==> config.mk <==
export PLATFORM = sky130hd
export DESIGN_NAME = fetch_unit
export DESIGN_NICKNAME = d
export VERILOG_FILES = /design/src/rtl/fetch_pkg.sv /design/src/rtl/sat_counter.sv /design/src/rtl/fetch_unit.sv
export SDC_FILE = /design/constraint.sdc
export NUM_CORES = 1
export LEC_CHECK = 0
export CORE_MARGIN = 2
export CORE_UTILIZATION = 61
export CTS_CLUSTER_DIAMETER = 200
export DETAILED_ROUTE_END_ITERATION = 12
export DONT_BUFFER_PORTS = 1
export GPL_TIMING_DRIVEN = 0
export PLACE_DENSITY = 0.85
export REMOVE_ABC_BUFFERS = 1
export SYNTH_ARGS = -nofsm -noshare
export SYNTH_HDL_FRONTEND = slang
export SYNTH_SLANG_ARGS = --single-unit
==> constraint.sdc <==
create_clock -name clk -period 2.16 [get_ports clk]
set_input_delay 0.432 -clock clk [delete_from_list [all_inputs] [get_ports clk]]
set_output_delay 0.432 -clock clk [all_outputs]
set_load 0.005 [all_outputs]
==> src/rtl/fetch_pkg.sv <==
// Shared types and constants for the fetch stage.
package fetch_pkg;

  typedef enum logic [1:0] {
    IDLE  = 2'd0,
    RUN   = 2'd1,
    DRAIN = 2'd2,
    HALT  = 2'd3
  } fetch_state_t;

  localparam int PC_W_DEF    = 4;
  localparam int INSTR_W_DEF = 12;

  localparam logic [11:0] NOP_WORD = 12'h000;

endpackage

==> src/rtl/sat_counter.sv <==
// Width-parameterised up-counter that sticks at all-ones; clr wins over inc.
module sat_counter #(
  parameter int W = 8
) (
  input  logic         clk,
  input  logic         rst_n,
  input  logic         clr,
  input  logic         inc,
  output logic [W-1:0] count
);

  logic [W-1:0] count_q;
  logic [W-1:0] count_d;

  // next count: clear, saturating increment, or hold
  always_comb begin
    count_d = count_q;
    if (clr) begin
      count_d = '0;
    end else if (inc && (count_q != '1)) begin
      count_d = count_q + W'(1);
    end
  end

  // count register
  always_ff @(posedge clk or negedge rst_n) begin
    if (!rst_n) begin
      count_q <= '0;
    end else begin
      count_q <= count_d;
    end
  end

  assign count = count_q;

endmodule

==> src/rtl/fetch_unit.sv <==
// PC / instruction-fetch stage feeding decode over a valid/ready handshake.
// Optional build macro FETCH_PERF_CNT_EN adds fetch_count and stall_count.
//
// state | meaning
// IDLE  | after reset; pc parked at 0, waiting for start
// RUN   | fetching one word per free IR slot
// DRAIN | NOP fetched; waiting for decode to take it
// HALT  | stopped after NOP; waiting for start
module fetch_unit
  import fetch_pkg::*;
#(
  parameter int PC_W        = PC_W_DEF,
  parameter int INSTR_W     = INSTR_W_DEF,
  parameter bit HALT_ON_NOP = 1'b1
) (
  input  logic               clk,
  input  logic               rst_n,
  input  logic               start,
  output logic [PC_W-1:0]    pc,
  input  logic [INSTR_W-1:0] instr_in,
  input  logic               redirect_valid,
  input  logic [PC_W-1:0]    redirect_pc,
  output logic               instr_valid,
  input  logic               instr_ready,
  output logic [INSTR_W-1:0] instr_out,
  output logic [PC_W-1:0]    instr_pc,
  output logic               halted
`ifdef FETCH_PERF_CNT_EN
  ,
  output logic [7:0]         fetch_count,
  output logic [7:0]         stall_count
`endif
);

  fetch_state_t       state_q, state_d;
  logic [PC_W-1:0]    pc_q, pc_d;
  logic               valid_q, valid_d;
  logic [INSTR_W-1:0] ir_q, ir_d;
  logic [PC_W-1:0]    ipc_q, ipc_d;

  logic load_slot;
  logic is_nop;

  // IR may be (re)loaded when empty or being consumed this cycle
  assign load_slot = !valid_q || instr_ready;
  assign is_nop    = HALT_ON_NOP && (instr_in == INSTR_W'(NOP_WORD));

  // next-state and datapath updates; redirect outranks everything in RUN/DRAIN
  always_comb begin
    state_d = state_q;
    pc_d    = pc_q;
    valid_d = valid_q;
    ir_d    = ir_q;
    ipc_d   = ipc_q;
    unique case (state_q)
      IDLE: begin
        pc_d    = '0;
        valid_d = 1'b0;
        if (start) begin
          state_d = RUN;
        end
      end
      RUN: begin
        if (redirect_valid) begin
          valid_d = 1'b0;
          pc_d    = redirect_pc;
        end else if (load_slot) begin
          ir_d    = instr_in;
          ipc_d   = pc_q;
          valid_d = 1'b1;
          if (is_nop) begin
            state_d = DRAIN;
          end else begin
            pc_d = pc_q + PC_W'(1);
          end
        end
      end
      DRAIN: begin
        if (redirect_valid) begin
          valid_d = 1'b0;
          pc_d    = redirect_pc;
          state_d = RUN;
        end else if (load_slot) begin
          valid_d = 1'b0;
          state_d = HALT;
        end
      end
      HALT: begin
        valid_d = 1'b0;
        if (start) begin
          pc_d    = '0;
          state_d = RUN;
        end
      end
      default: begin
        state_d = IDLE;
        valid_d = 1'b0;
      end
    endcase
  end

  // state, pc and IR registers
  always_ff @(posedge clk or negedge rst_n) begin
    if (!rst_n) begin
      state_q <= IDLE;
      pc_q    <= '0;
      valid_q <= 1'b0;
      ir_q    <= '0;
      ipc_q   <= '0;
    end else begin
      state_q <= state_d;
      pc_q    <= pc_d;
      valid_q <= valid_d;
      ir_q    <= ir_d;
      ipc_q   <= ipc_d;
    end
  end

  assign pc          = pc_q;
  assign instr_valid = valid_q;
  assign instr_out   = ir_q;
  assign instr_pc    = ipc_q;
  assign halted      = (state_q == HALT);

`ifdef FETCH_PERF_CNT_EN
  logic start_take;
  logic redirect_take;
  logic fetch_inc;
  logic stall_inc;

  assign start_take    = start && ((state_q == IDLE) || (state_q == HALT));
  assign redirect_take = redirect_valid && ((state_q == RUN) || (state_q == DRAIN));
  // a handshake that coincides with a redirect is a flush, not a delivery
  assign fetch_inc     = valid_q && instr_ready && !redirect_take;
  assign stall_inc     = valid_q && !instr_ready;

  sat_counter #(.W(8)) u_fetch_cnt (
    .clk   (clk),
    .rst_n (rst_n),
    .clr   (start_take),
    .inc   (fetch_inc),
    .count (fetch_count)
  );

  sat_counter #(.W(8)) u_stall_cnt (
    .clk   (clk),
    .rst_n (rst_n),
    .clr   (start_take),
    .inc   (stall_inc),
    .count (stall_count)
  );
`endif

endmodule

==> results of run 1 <==
==> logic make-up (layout without fill, tap and decap cells) <==
group / Yosys count / after routing
xor gates and xnor gates: 2 / 2
AOI/OAI and AO/OA: 13 / 13
adders and majority gates: 5 / 5
muxes: 23 / 23
buffers and inverters: 7 / 9
and+or+nand+nor: 20 / 20
DFF: 23 / 23
==> per-stage QoR <==
step                instances  worst slack, ns  hold WS, ns  area [µm²]
floorplan                  90            0.593        0.136        1160
global placement          117            0.445        0.137        1190
detailed placement        117            0.383        0.137        1190
CTS                       122            0.411        0.140        1230
global route              122            0.315        0.139        1230
finish                    122            0.394        0.148        1230
==> where the power goes <==
group	switching [W]	internal, W
combinational	0.000300	0.000394
sequential	0.000170	0.000623
clock	0.000139	0.0000706
==> worst max-delay path: stages, from the launching register on <==
cell      delay [ns]
dfrtp_1         0.43
inv_1           0.11
ha_1            0.32
nand2b_1        0.11
a21oi_1         0.16
a211o_2         0.18
mux2_2          0.34
==> metal layers <==
layer / part of all wire (%) / track usage, % / up-vias
li1: - / - / 331
met1: 38 / 19.9 / 361
met2: 52 / 35.8 / 39
met3: 9.4 / 6.30 / 2
met4: 0.59 / 10.3 / 0
met5: 0 / 0 / -
==> flip-flops by register name, indices dropped and copies added (netlist names) <==
signal / count
instr_valid: 1
state_q: 2
pc: 4
instr_out: 12
instr_pc: 4
==> worst min path at each step <==
stage / to / slack (ns) / depth (start not counted)
2_1_floorplan: instr_out[0] / 0.14 / 0
3_3_place_gp: instr_out[5] / 0.14 / 0
3_5_place_dp: instr_out[5] / 0.14 / 0
4_1_cts: instr_valid / 0.14 / 1
5_1_grt: instr_valid / 0.14 / 1
6_report: instr_valid / 0.15 / 1
==> cell usage in the layout, fill, tap and decap left out, types with 3 or more instances in the layout <==
master	n
a21oi_1	3
clkbuf_4	3
inv_1	4
mux2_4	10
nor4_1	3
nand2b_1	3
mux2_2	11
nor2_1	5
ha_1	5
dfrtp_1	23
a22oi_1	4
o21ai_0	3
nand2_1	4
==> cell usage after synthesis, drive strengths merged, types with 3 or more instances <==
cell type	count
a22oi	4
nand2b	4
nand2	4
nor2	5
dfrtp	23
o21ai	3
mux2	21
a21oi	3
buf	3
ha	5
inv	4
nor4	3
==> area by class of cell <==
type / instances / area (µm²) / area share, %
inverter: 4 / 15.0 / 1.22
tap: 27 / 33.8 / 2.74
sequential: 23 / 576 / 46.7
clock buffer: 3 / 22.5 / 1.83
multi-input combinational: 63 / 567 / 46.0
clock inverter: 1 / 7.51 / 0.610
timing repair buffer: 1 / 10.0 / 0.813
==> run_results.csv, run 1 <==
group,metric,value,unit
run_status,status,"finished, final reports clean",
power_and_ir_drop,p_leak,0.588,nW
floorplan,die_h,48.3,µm
route,wl,2.20,mm
logic_synthesis,synthMuxAreaShare,24.6,%
floorplan,ios,43,
setup_path,path_max_fanout,7,
logic_synthesis,synth_edf_count,0,
setup_path,reg2reg_depth,6,
setup_path,cp-start-kind,"register",
cts,insertion_delay,0.32,ns
final_layout,nets,122,
placement,port_buffers,0,
logic_synthesis,synthTopCellsByArea,"dfrtp_1 (48%), mux2_4 (13%), mux2_2 (10%)",
final_layout,drive_gt1_share,28.4,%
logic_synthesis,synthSimpleGateAreaFrac,9.00,%
cts,clockBufferDepth,2,
logic_synthesis,ys.flop_type,"dfrtp_1",
grt,grt_max_degree,24,
logic_synthesis,ys_seq_area_share,48.1,%
logic_synthesis,async_flop_share,100,%
final_layout,antenna_cells,0,
route,wl_per_cell,18.0,µm
setup_path,worstSetupStartpoint,"state_q[1]",
route,vias,733,
cts,cts_buffers,3,
logic_synthesis,synth_top_area_share,48.1,%
route,drc,0,
sta,slew_headroom,31.1,%
power_and_ir_drop,p_per_area,1380,nW/µm²
cts,ctsResizeCount,0,
setup_path,cp.required,2.37,ns
cts,clkTransAtPathRegs,0.14,ns
floorplan,core,1900,µm²
logic_synthesis,synth_top_family_by_area,"multiplexers",
grt,antenna_found_initial,0,
logic_synthesis,yosysUniqueCellTypes,23,
sta,hold_viol_final,0,
grt,grt_pass1_vias,782,
route,drtAntennaViolNets,0,
setup_path,r2r-start,"state_q[1]",
route,dr.pass1.iters,4,
setup_path,cp-end-kind,"register",
flow_run,max_cap_violations,0,
setup_path,rr_endpoint,"pc[3]",
sta,rsz0062_at_grt,"false",
cts,root_buffer,"clkbuf_4",
cts,postCtsHoldBufs,1,
setup_path,worstSetupPathType,"reg -> reg",
floorplan,rows,16,
logic_synthesis,synth_top_area_cell,"dfrtp_1",
sta,timing.final.crit_share,81.8,%
cts,tritoncts,"yes",
cts,cts_sinks,23,
logic_synthesis,synth_warnings,0,
floorplan,die-width,48.3,µm
cts,cts-htree-levels,1,
logic_synthesis,avgSynthCellArea,12.9,µm²
final_layout,syn2layout_area_growth,2.93,%
setup_path,rrSetupSlack,0.39,ns
sta,clock_skew,0.0138,ns
floorplan,dieArea,2330,µm²
logic_synthesis,synthAdderAreaFrac,5.23,%
power_and_ir_drop,p_total,0.00170,W
route,viasPerCell,6.01,
grt,grt_pass1_wl,3.08,mm
power_and_ir_drop,vdd_drop_max,0.979,mV
final_layout,fin_util,64.7,%
sta,setup_viol_count_final,0,
placement,gp_congestion,0.718,
logic_synthesis,synthCells,93,
sta,post-route-min-period,1.77,ns
sta,tightest_slew,1.03,ns
logic_synthesis,synth_compound_area_share,7.11,%
logic_synthesis,ys_ff_latch,23,
final_layout,fill_cells,137,
grt,overflow,0,
cts,postCtsSetupBuffers,0,
worst_hold_path,hold_class,"in -> reg",
sta,setup_tns,0,ns
sta,fmax,566,MHz
logic_synthesis,synth_xor_area_share,1.46,%
setup_path,worstPathArrival,1.98,ns
route,first_iter_violations,16,
floorplan,start_util,62.9,%
sta,slew_viol_final,0,
grt,grt_use_total,19.7,%
placement,place_hpwl,1.66,mm
worst_hold_path,hold_start,"redirect_valid",
logic_synthesis,netlist_area,1200,µm²
setup_path,endpoint,"pc[3]",
Power figures use the tool's default switching activity.
==> run 2: changes to the inputs <==
clock period = 1.7 ns   (was 2.16 ns; I/O delays follow)
==> run 2 against run 1 <==
Effect of this change: hold slack got worse by 0.087 ns; largest power group unchanged; critical path type unchanged; wire length rose by 4.3%; die area unchanged; combinational power is 41% higher; highest routed layer unchanged; critical endpoint unchanged; fmax is 7.3% higher; final area grew 2.8%; largest cell class is now multi-input combinational cells.
==> run_results.csv, run 2 (synthesized netlist as in run 1, its figures left out) <==
group,metric,value,unit
run_status,status,"finished, final reports clean",
final_layout,syn2layout_area_growth,5.86,%
cts,clkTransAtPathRegs,0.14,ns
sta,clock_skew,0.0123,ns
floorplan,die_h,48.3,µm
final_layout,nets,123,
floorplan,ios,43,
sta,tightest_slew,1.04,ns
grt,grt_pass1_wl,3.16,mm
final_layout,final_cell_mix,"dfrtp_1 (23), mux2_2 (11), mux2_4 (10)",
route,first_iter_violations,9,
route,dr.pass1.iters,4,
power_and_ir_drop,vdd_drop_max,1.00,mV
placement,gp_congestion,0.718,
sta,rsz0062_at_grt,"false",
power_and_ir_drop,pwr-share-clk,11.6,%
setup_path,cp.required,1.91,ns
route,viasPerCell,6.07,
setup_path,worstPathArrival,1.85,ns
worst_hold_path,min_path_cells,1,
setup_path,rrSetupSlack,0.05,ns
cts,clockBufferDepth,2,
worst_hold_path,holdPathEnd,"instr_valid",
power_and_ir_drop,p_leak,0.591,nW
setup_path,path_max_fanout,7,
cts,cts-htree-levels,1,
worst_hold_path,hold_start,"redirect_valid",
sta,hold_viol_final,0,
setup_path,cp-start-kind,"register",
floorplan,start_util,62.9,%
setup_path,reg2reg_depth,5,
placement,port_buffers,0,
power_and_ir_drop,p_per_area,1790,nW/µm²
placement,place_hpwl,1.66,mm
final_layout,largest_reg_flops,12,
power_and_ir_drop,p_comb_share,43.3,%
power_and_ir_drop,p_total,0.00226,W
setup_path,cp_cell_sequence,"inv_2 > ha_4 > nor2b_2 > a211o_2 > mux2_2",
sta,fmax,607,MHz
sta,post-route-min-period,1.65,ns
grt,grt_max_degree,24,
grt,grt_pass1_vias,794,
flow_run,max_cap_violations,0,
power_and_ir_drop,switchingPower,0.000808,W
floorplan,dieArea,2330,µm²
floorplan,die-width,48.3,µm
route,vias,746,
final_layout,antenna_cells,0,
cts,root_buffer,"clkbuf_4",
cts,tritoncts,"yes",
cts,cts_buffers,3,
route,drtAntennaViolNets,0,
route,wl_per_cell,18.7,µm
setup_path,cp-end-kind,"register",
floorplan,rows,16,
cts,insertion_delay,0.32,ns
sta,setup_viol_count_final,0,
grt,overflow,0,
floorplan,core,1900,µm²
setup_path,worstSetupPathType,"reg -> reg",
sta,timing.final.crit_share,96.8,%
route,wl,2.30,mm
setup_path,rr_endpoint,"pc[3]",
power_and_ir_drop,power.internal,0.00145,W
setup_path,slowest_delay,0.45,ns
sta,slew_viol_final,0,
final_layout,final_common_cell,"dfrtp_1",
grt,grt_use_total,20.3,%
route,drc,0,
setup_path,r2r-start,"state_q[0]",
power_and_ir_drop,swShare,35.7,%
sta,hold_ws,0.0610,ns
worst_hold_path,hold_class,"in -> reg",
setup_path,crit_slowest_cell,"dfrtp_1",
sta,slew_headroom,30.2,%
power_and_ir_drop,p_seq_share,45.1,%
final_layout,drive_gt1_share,34.4,%
cts,cts_sinks,23,
grt,antenna_found_initial,0,
==> run 2: cell types whose count changed in the layout (fill, tap and decap cells not counted) <==
| cell | change |
|---|---|
| nor2b_1 | -1 |
| inv_1 | -2 |
| ha_4 | +2 |
| ha_1 | -2 |
| buf_4 | +1 |
| inv_2 | +2 |
| nor2b_2 | +1 |
==> run 2: layout make-up <==
cell class                      count  area [µm²]
Clock buffer                        3        22.5
Inverter                            4        15.0
Timing Repair Buffer                2        17.5
Sequential cell                    23         576
Fill cell                         134         636
Multi-Input combinational cell     63         594
Clock inverter                      1        7.51
Tap cell                           27        33.8
==> run 2: critical path, delay by kind of cell (launching register included) <==
kind / cells / cell delay [ns]
flip-flops: 1 / 0.45
adder cells (fa/ha/maj): 1 / 0.19
buffers and inverters: 1 / 0.08
multiplexers: 1 / 0.28
AO/OA/AOI/OAI: 1 / 0.36
AND/OR/NAND/NOR: 1 / 0.17
==> run 2: power by group through the flow <==
stage          Combinational [W]  Sequential, W  Clock [W]
2_1_floorplan           0.000743       0.000963          0
3_3_place_gp            0.000829        0.00100          0
3_5_place_dp            0.000864        0.00103          0
4_1_cts                 0.000921        0.00101   0.000275
5_1_grt                  0.00107        0.00106   0.000288
6_report                0.000979        0.00102   0.000262
==> run 2: metal layers <==
metal	track usage [%]	wire length, µm	up-vias
li1	-	-	334
met1	19.9	864	364
met2	36.6	1170	40
met3	6.30	203	8
met4	12.4	59	0
met5	0	0	-
==> run 2: worst max path at each step <==
| stage | startpoint | end | slack, ns | depth (start not counted) |
|---|---|---|---|---|
| after floorplan | state_q[0] | pc[0] | 0.13 | 5 |
| after global placement | state_q[0] | pc[1] | 0.05 | 5 |
| after detailed placement | state_q[0] | pc[2] | -0.05 | 5 |
| after CTS | state_q[1] | pc[2] | 0.02 | 6 |
| after global routing | state_q[0] | pc[1] | 0.01 | 5 |
| final | state_q[0] | pc[3] | 0.05 | 5 |
==> run 2: what timing repair did <==
| item | in CTS | in global routing |
|---|---|---|
| pin swaps | 0 | 0 |
| hold buffers | 1 | 0 |
| hold endpoints to repair | 23 | 0 |
| gates resized for setup | 3 | 4 |
| setup endpoints to repair | 4 | 17 |
| buffers inserted | 1 | 0 |
==> run 2: through the flow <==
stage / instance area [µm²] / setup slack [ns] / setup TNS, ns / cells / util (%)
2_1_floorplan: 1160 / 0.133 / 0 / 90 / -
3_3_place_gp: 1190 / 0.0489 / 0 / 117 / 62.6
3_5_place_dp: 1190 / -0.0536 / -0.167 / 117 / 62.6
4_1_cts: 1250 / 0.0226 / 0 / 123 / 65.5
5_1_grt: 1270 / 0.0141 / 0 / 123 / 66.6
6_report: 1270 / 0.0537 / 0 / 123 / 66.6
==> run 3: changes to the inputs <==
CORE_UTILIZATION = 50   (was 61)
PLACE_DENSITY = 0.73   (was 0.85)
==> run 3 against run 2 <==
Effect of this change: global-route usage shrank 2.0 points; wire length grew 2.4%; clock power shrank 4%; utilization shrank 11 points; sequential cell count is the same; total power shrank 3.5%; fmax shrank 1.9%; largest cell class is now registers; setup slack lost 0.031 ns; die area grew 20%; critical endpoint is now pc[2]; critical path depth is the same; cell count grew 0.81%.
==> run_results.csv, run 3 (synthesized netlist as in run 1, its figures left out) <==
group,metric,value,unit
sta,setup_viol_count_final,0,
floorplan,ios,43,
final_layout,syn2layout_area_growth,3.97,%
cts,cts_buffers,3,
power_and_ir_drop,power.internal,0.00141,W
floorplan,die-width,52.9,µm
final_layout,finalNonFillerCells,124,
setup_path,crit_slowest_cell,"dfrtp_1",
final_layout,fill_cells,181,
grt,grt_max_degree,24,
cts,tritoncts,"yes",
floorplan,core,2230,µm²
sta,hold_viol_final,0,
sta,fmax,596,MHz
power_and_ir_drop,p_comb_share,42.2,%
cts,insertion_delay,0.31,ns
route,drtAntennaViolNets,0,
floorplan,die_h,52.9,µm
cts,cts_sinks,23,
setup_path,cp_cell_sequence,"inv_1 > ha_2 > nor2b_2 > a211o_2 > mux2_2",
placement,port_buffers,0,
power_and_ir_drop,p_total,0.00218,W
route,viasPerCell,5.95,
cts,clockBufferDepth,2,
setup_path,worstPathArrival,1.88,ns
grt,grt_use_total,18.3,%
sta,slew_headroom,29.8,%
sta,slew_viol_final,0,
final_layout,antenna_cells,0,
cts,root_buffer,"clkbuf_4",
sta,clock_skew,0.00152,ns
power_and_ir_drop,p_per_area,1750,nW/µm²
grt,overflow,0,
flow_run,max_cap_violations,0,
route,dr.pass1.iters,4,
sta,post-route-min-period,1.68,ns
power_and_ir_drop,p_seq_share,46.3,%
placement,place_hpwl,1.67,mm
route,wl_per_cell,19.0,µm
setup_path,cp-start-kind,"register",
setup_path,slowest_delay,0.42,ns
setup_path,cp.required,1.90,ns
placement,gp_congestion,0.708,
final_layout,largest_reg_flops,12,
sta,rsz0062_at_grt,"true",
sta,timing.final.crit_share,98.7,%
power_and_ir_drop,swShare,35.4,%
floorplan,start_util,53.6,%
grt,antenna_found_initial,0,
power_and_ir_drop,p_leak,0.591,nW
setup_path,path_max_fanout,7,
cts,clkTransAtPathRegs,0.12,ns
power_and_ir_drop,vdd_drop_max,1.03,mV
grt,grt_pass1_vias,745,
final_layout,drive_gt1_share,31.3,%
setup_path,worstSetupPathType,"reg -> reg",
setup_path,cp-end-kind,"register",
route,wl,2.35,mm
cts,cts-htree-levels,1,
route,vias,738,
route,first_iter_violations,11,
floorplan,dieArea,2800,µm²
grt,grt_pass1_wl,3.50,mm
final_layout,nets,123,
placement,dp.cells,118,
sta,tightest_slew,1.05,ns
final_layout,final_cell_mix,"dfrtp_1 (23), mux2_2 (11), mux2_4 (10)",
route,drc,0,
floorplan,rows,17,
final_layout,final_common_cell,"dfrtp_1",
worst_hold_path,hold_class,"in -> reg",
sta,setup_tns,0,ns
power_and_ir_drop,switchingPower,0.000773,W
power_and_ir_drop,pwr-share-clk,11.5,%
run_status,status,"finished, final reports clean",
[run 3: cell types whose count changed in the layout (fill, tap and decap cells not counted), sizes merged]
cell | before | now
clkbuf | 3 | 4
clkinvlp | 1 | 0
[run 3: path summary, 6_finish.rpt]
check / cells past startpoint / to / slack (ns) / from
min in group asynchronous: 1 / instr_out[5] / 0.66 / rst_n
setup reg to reg: 5 / pc[2] / 0.02 / state_q[0]
setup / recovery: 5 / pc[2] / 0.02 / state_q[0]
hold reg to reg: 1 / instr_pc[1] / 0.55 / instr_pc[1]
max in group asynchronous: 1 / instr_pc[1] / 0.42 / rst_n
hold / removal: 1 / instr_valid / 0.07 / redirect_valid
[run 3: layout make-up]
type	instances	area, µm²	area share [%]
Clock buffer	4	26.3	2.11
Inverter	4	15.0	1.21
Multi-Input combinational cell	63	574	46.2
Sequential cell	23	576	46.3
Tap cell	28	35.0	2.82
Timing Repair Buffer	2	17.5	1.41
[run 3: power groups by stage]
stage,clock network [W],registers [W],logic (W)
final,0.000251,0.00101,0.000920
after global routing,0.000283,0.00105,0.00102
after CTS,0.000261,0.00101,0.000908
after detailed placement,0,0.00103,0.000872
after global placement,0,0.00101,0.000837
after floorplan,0,0.000963,0.000743
[run 3: layer usage]
layer  track usage (%)  vias up  part of all wire, %
met4              6.41        0                  1.4
met1              20.7      370                   39
met3              7.34        4                  7.4
li1                  -      340                    -
met2              31.0       24                   52
met5                 0        -                    0
[run 3: critical path: cells and delay by family (launching register included)]
family | cells | cell delay (ns)
AND/OR/NAND/NOR | 1 | 0.18
AO/OA/AOI/OAI | 1 | 0.36
multiplexers | 1 | 0.28
buffers and inverters | 1 | 0.09
adder cells (fa/ha/maj) | 1 | 0.24
flip-flops | 1 | 0.42
[run 3: what timing repair did]
item                                   CTS  global route
endpoints found under the hold margin   23             0
hold buffers                             1             0
gates resized for setup                  0             3
setup endpoints to repair                4            22
setup buffers                            1             0
[run 3: metrics by stage]
step / area [µm²] / utilization, % / worst slack, ns / hold slack, ns
2_1_floorplan: 1160 / - / 0.133 / 0.0444
3_3_place_gp: 1190 / 53.4 / 0.0218 / 0.0449
3_5_place_dp: 1190 / 53.4 / 0.000168 / 0.0449
4_1_cts: 1240 / 55.4 / 0.00976 / 0.0650
5_1_grt: 1240 / 55.7 / -0.0432 / 0.0517
6_report: 1240 / 55.7 / 0.0222 / 0.0741
